$ cat config.mk
export PLATFORM = sky130hd
export DESIGN_NAME = ram_arbiter
export DESIGN_NICKNAME = d
export VERILOG_FILES = /design/src/rtl/ram_arb_pkg.sv /design/src/rtl/ram_arbiter_byte_merge.sv /design/src/rtl/ram_arbiter.sv
export SDC_FILE = /design/constraint.sdc
export NUM_CORES = 1
export LEC_CHECK = 0
export CAP_MARGIN = 5
export CELL_PAD_IN_SITES_DETAIL_PLACEMENT = 1
export CELL_PAD_IN_SITES_GLOBAL_PLACEMENT = 1
export CORE_MARGIN = 1
export CORE_UTILIZATION = 34
export DETAILED_ROUTE_END_ITERATION = 8
export MAX_ROUTING_LAYER = met4
export PLACE_DENSITY_LB_ADDON = 0.1
export SYNTH_ARGS = -nofsm -noshare
export SYNTH_HDL_FRONTEND = slang
export SYNTH_SLANG_ARGS = --single-unit
export TNS_END_PERCENT = 10
$ cat constraint.sdc
create_clock -name clk -period 2 [get_ports clk]
set_clock_uncertainty 0.05 [all_clocks]
set_input_delay 0.3 -clock clk [delete_from_list [all_inputs] [get_ports clk]]
set_output_delay 0.3 -clock clk [all_outputs]
set_load 0.02 [all_outputs]
$ cat src/rtl/ram_arb_pkg.sv
// Shared types and constants for the two-port RAM arbiter.
package ram_arb_pkg;

    typedef enum logic [2:0] {
        IDLE,
        RD_WAIT,
        RD_CAP,
        RMW_WAIT,
        RMW_WR,
        WR_DONE
    } state_t;

    localparam logic [3:0] WE_NONE = 4'h0;
    localparam logic [3:0] WE_ALL  = 4'hF;

    localparam logic ID_M0 = 1'b0;
    localparam logic ID_M1 = 1'b1;

endpackage

$ cat src/rtl/ram_arbiter_byte_merge.sv
// Per-byte merge of a freshly read word with new write data.
// Byte i comes from new_word when sel[i] is set, otherwise from old_word.
module byte_merge (
    input  logic [31:0] old_word,
    input  logic [31:0] new_word,
    input  logic [3:0]  sel,
    output logic [31:0] merged
);

    // Pick each byte lane independently from the old or the new word
    always_comb begin
        merged = old_word;
        for (int i = 0; i < 4; i++) begin
            if (sel[i]) begin
                merged[8*i +: 8] = new_word[8*i +: 8];
            end
        end
    end

endmodule

$ cat src/rtl/ram_arbiter.sv
// Round-robin arbiter sharing one single-port word RAM between the fetch
// port (m0) and the load/store port (m1). One operation in flight at a time;
// partial-byte writes are done as read-modify-write so the RAM only ever sees
// whole-word writes.
module ram_arbiter
    import ram_arb_pkg::*;
#(
    parameter int ADDR_WIDTH = 15
) (
    input  logic                  clk,
    input  logic                  rst_n,

    input  logic                  m0_req,
    input  logic [ADDR_WIDTH-1:0] m0_addr,
    input  logic [3:0]            m0_we,
    input  logic [31:0]           m0_wdata,
    output logic                  m0_gnt,
    output logic                  m0_ack,
    output logic [31:0]           m0_rdata,

    input  logic                  m1_req,
    input  logic [ADDR_WIDTH-1:0] m1_addr,
    input  logic [3:0]            m1_we,
    input  logic [31:0]           m1_wdata,
    output logic                  m1_gnt,
    output logic                  m1_ack,
    output logic [31:0]           m1_rdata,

    output logic [ADDR_WIDTH-1:0] ram_address,
    output logic                  ram_enable,
    output logic [3:0]            ram_write_byte_enable,
    output logic [31:0]           ram_data_write,
    input  logic [31:0]           ram_data_read
);

    state_t                  state;
    logic                    last;
    logic                    cur_id;
    logic [3:0]              cur_we;
    logic [31:0]             cur_wdata;

    logic                    any_req;
    logic                    winner;
    logic [ADDR_WIDTH-1:0]   win_addr;
    logic [3:0]              win_we;
    logic [31:0]             win_wdata;
    logic [31:0]             merged;

    // Choose the requester to serve: the one that did not win last time on contention
    always_comb begin
        any_req = m0_req | m1_req;
        if (m0_req && m1_req) begin
            winner = ~last;
        end else if (m1_req) begin
            winner = ID_M1;
        end else begin
            winner = ID_M0;
        end

        if (winner == ID_M1) begin
            win_addr  = m1_addr;
            win_we    = m1_we;
            win_wdata = m1_wdata;
        end else begin
            win_addr  = m0_addr;
            win_we    = m0_we;
            win_wdata = m0_wdata;
        end
    end

    byte_merge u_byte_merge (
        .old_word (ram_data_read),
        .new_word (cur_wdata),
        .sel      (cur_we),
        .merged   (merged)
    );

    // Operation sequencer: grant, RAM issue, optional read-modify-write, acknowledge
    always_ff @(posedge clk or negedge rst_n) begin
        if (!rst_n) begin
            state                 <= IDLE;
            last                  <= ID_M1;
            cur_id                <= ID_M0;
            cur_we                <= WE_NONE;
            cur_wdata             <= '0;
            m0_gnt                <= 1'b0;
            m1_gnt                <= 1'b0;
            m0_ack                <= 1'b0;
            m1_ack                <= 1'b0;
            m0_rdata              <= '0;
            m1_rdata              <= '0;
            ram_address           <= '0;
            ram_enable            <= 1'b0;
            ram_write_byte_enable <= WE_NONE;
            ram_data_write        <= '0;
        end else begin
            m0_gnt <= 1'b0;
            m1_gnt <= 1'b0;
            m0_ack <= 1'b0;
            m1_ack <= 1'b0;

            case (state)
                IDLE: begin
                    if (any_req) begin
                        last      <= winner;
                        cur_id    <= winner;
                        cur_we    <= win_we;
                        cur_wdata <= win_wdata;
                        if (winner == ID_M1) begin
                            m1_gnt <= 1'b1;
                        end else begin
                            m0_gnt <= 1'b1;
                        end
                        ram_address <= win_addr;
                        ram_enable  <= 1'b1;
                        if (win_we == WE_NONE) begin
                            ram_write_byte_enable <= WE_NONE;
                            state                 <= RD_WAIT;
                        end else if (win_we == WE_ALL) begin
                            ram_write_byte_enable <= WE_ALL;
                            ram_data_write        <= win_wdata;
                            state                 <= WR_DONE;
                        end else begin
                            ram_write_byte_enable <= WE_NONE;
                            state                 <= RMW_WAIT;
                        end
                    end
                end

                RD_WAIT: begin
                    ram_enable <= 1'b0;
                    state      <= RD_CAP;
                end

                RD_CAP: begin
                    if (cur_id == ID_M1) begin
                        m1_rdata <= ram_data_read;
                        m1_ack   <= 1'b1;
                    end else begin
                        m0_rdata <= ram_data_read;
                        m0_ack   <= 1'b1;
                    end
                    state <= IDLE;
                end

                RMW_WAIT: begin
                    ram_enable <= 1'b0;
                    state      <= RMW_WR;
                end

                RMW_WR: begin
                    ram_data_write        <= merged;
                    ram_enable            <= 1'b1;
                    ram_write_byte_enable <= WE_ALL;
                    state                 <= WR_DONE;
                end

                WR_DONE: begin
                    ram_enable            <= 1'b0;
                    ram_write_byte_enable <= WE_NONE;
                    if (cur_id == ID_M1) begin
                        m1_ack <= 1'b1;
                    end else begin
                        m0_ack <= 1'b1;
                    end
                    state <= IDLE;
                end

                default: begin
                    state <= IDLE;
                end
            endcase
        end
    end

endmodule

==> impl_results.md <==
* Die Area at 21100 um^2
* Sequential-to-total area share from yosys stat at a little under three fifths
* CP required at 2.26 ns
* Die Ht at 145 um
* Maximum fanout along the worst path at 19
* TritonCTS Buffers at 17
* Cell Area, Synth at about 7000 um^2
* Worst hold path type: primary input to asynchronous set/reset pin
* CP Cell Sequence: a21boi_4 > mux2i_1 > buf_4 > and2_2 > buf_12 > a221o_1
* Most frequent cells in the layout: clkdlybuf4s50_1 (256), dfrtp_1 (157), nand2_1 (110)
* Slew HR at 60.7%
* Pre-Repair DR Iteration Count at 4
* GP Congestion at 0.856
* P per Cell Area at 1650 nW/um^2
* Complex-gate fraction of the synthesized area at about 8.2%
* Slowest cell delay on critical path at about 0.57 ns
* Slew @ Worst Pin at 0.589 ns
* Largest net degree at the start of global routing at 59
* Final net count at 989
* Hpwl dp at approximately 17000 um
* Levels on crit path at 6
* Port buffer count at around 260
* Die Wd at 145 um
* Commonest non-fill, non-tap cell in the layout: clkdlybuf4s50_1
* Run status: finished clean
* Max IR drop VDD at 0.718 mV
* Synth Instances at approximately 600
* Hold Slack at 0.302 ns
* Syn nets at 721
* Post-layout min period at 1.86 ns
* WP data arrival at about 2.1 ns
* Sinks on Clock Net at 158
* Clock Tree Root: clkbuf_16
* Period utilization at 92.9%
* Finish-stage setup viols at 0
* Total track usage at a little under a quarter
* # diodes at 0
* Area contributors post-synth: dfrtp_1 (56%), mux2_2 (15%), a221o_1 (6.6%)
* # DRC at 0
* Synth warnings at 0
* Core Area at 19800 um^2
* Crit Path Category: register to register
* Grt ovf at 0
* Area leader, netlist: dfrtp_1
* Post-Synth Adder-Cell Area at 0%
* Flop-to-flop setup slack at 0.14 ns
* First-pass GRT wire length at 37700 um
* Buf/Inv on CP at 2
* TritonCTS clock tree: built
* ANT nets after route at 0
* DRT iter0 DRCs at 245
* Synth top area share at 56.4%
* Worst setup SP type: register
* FMAX at 538 MHz
* Yosys reg bits at ~160
* Cell leakage power at 0.00472 uW
* Layout area overhead at 53.2%
* Post-synthesis mux area share at 20.3%
* Drt via density at 5.10
* Vias in the first global route at between 6k and 7k
* Worst R2R End: ram_data_write[14]$_DFFE_PN0P_
* Syn Area/Cell at 12.0 um^2
* Rows at 51
* Vias at 5762
* Simple-Gate Fraction of Synth Area at 11.5%
* Clk buf depth at 2
* H-tree Lvls at 4
* Clk_lat worst skew at 0.43 ns
* Worst r2r src: last$_DFFE_PN1P_
* Slowest CP cell: dfstp_2
* R2r worst-path depth at 6
* Register clock-pin slew on the reported worst setup and hold paths at 0.07 ns
* Antenna violations before repair at 0
* Final Hold Fails at 0
* Count of different cell masters after synthesis at 38
* Final Max Tran Viols at 0
* RSZ-0062 raised after global routing: false
* Core Util, Final at 54.0%
* Max-Cap Viols at 0
* Share of cells above drive strength 1 at between 20% and 30%
* Detailed Route WL at approximately 24000 um
* Avg WL per Cell at 21.0 um
* CP endpoint kind: register
* Largest family of logic cells by synthesized area: multiplexers
* Starting Density at between 30% and 40%
* Num ports at 258
* XOR/XNOR Fraction of Synth Area at 0%
* Delay-heaviest family, CP: flip-flops
[repair_timing]
action	CTS	global route
gates resized for setup	0	0
setup endpoints to repair	0	0
endpoints found under the hold margin	38	0
hold buffers	1	0
buffers inserted	0	0
[routing by layer]
metal / wire length, um / GRT usage [%]
met4: 379 / 7.16
met3: 1610 / 7.58
met1: 9860 / 27.5
met2: 11800 / 39.9
met5: 0 / -
[cells by family (layout without fill, tap and decap cells)]
kind of cell | Yosys count | in the layout
buf+inv | 46 | 327
mux | 129 | 129
flops | 158 | 158
compound gates | 63 | 63
simple gates | 187 | 187
[layout make-up]
| type | instances | area (um^2) |
|---|---|---|
| Clock inverter | 14 | 136 |
| Multi-Input combinational cell | 379 | 2820 |
| Fill cell | 2039 | 9100 |
| Tap cell | 265 | 332 |
| Inverter | 1 | 3.75 |
| Timing Repair Buffer | 294 | 3000 |
| Clock buffer | 18 | 429 |
| Sequential cell | 158 | 3960 |
[through the flow]
step | instances | worst slack, ns | setup TNS [ns] | power, uW | area, um^2
floorplan | 583 | 0.192 | 0 | 10300 | 6970
global placement | 1096 | -0.181 | -6.95 | 14100 | 10100
CTS | 1129 | 0.136 | 0 | 17800 | 10700
global route | 1129 | 0.102 | 0 | 18600 | 10700
finish | 1129 | 0.142 | 0 | 17600 | 10700
detailed placement | 1096 | -0.236 | -8.70 | 14500 | 10100
[cells in the mapped netlist]
library cell    n
or4_1           2
nor3_1          1
a211oi_1        1
buf_6           3
nand2_1       111
buf_4           3
o21a_1          1
a21boi_0        1
a21boi_1        1
buf_2          16
a21boi_2        1
and3b_1         1
mux2i_1        33
buf_1           6
nand3_1         2
inv_1           1
a31oi_1         5
dfstp_2         1
nor2_1         42
nor2_2          1
dfrtp_1       157
nand3b_1        1
and3b_4         1
or2_2           1
mux2_2         94
nor4_2          1
a21o_1          2
mux2_1          2
or3_1           1
or2_1           1
and3_1         16
a21oi_1         2
nor2b_1         2
nand4_1         2
clkbuf_1       17
a221o_1        46
o21ai_0         3
and2_1          1
[state kept, by name, summed over array words and instances (netlist names)]
signal                 count
cur_id                     1
cur_wdata                 32
cur_we                     4
last                       1
m0_ack                     1
m0_gnt                     1
m0_rdata                  32
m1_ack                     1
m1_gnt                     1
m1_rdata                  32
ram_address               15
ram_data_write            32
ram_enable                 1
ram_write_byte_enable      1
state                      3
[power breakdown]
group	switching (uW)	leakage, uW	internal [uW]
Combinational	4100	0.00252	4410
Clock	1420	0.000273	1740
Sequential	1130	0.00192	4800
Total	6650	0.00472	10900
[worst max path at each step]
stage                                              start                              to  slack, ns
CTS                 ram_write_byte_enable[2]$_DFFE_PN0P_        ram_write_byte_enable[0]       0.14
floorplan                               last$_DFFE_PN1P_  ram_data_write[30]$_DFFE_PN0P_       0.19
global route                            last$_DFFE_PN1P_   ram_data_write[9]$_DFFE_PN0P_       0.10
detailed placement                                m1_req  ram_data_write[30]$_DFFE_PN0P_      -0.24
finish                                  last$_DFFE_PN1P_  ram_data_write[14]$_DFFE_PN0P_       0.14
global placement                                  m1_req  ram_data_write[30]$_DFFE_PN0P_      -0.18
Note: power is estimated with default switching activity, not from simulation.
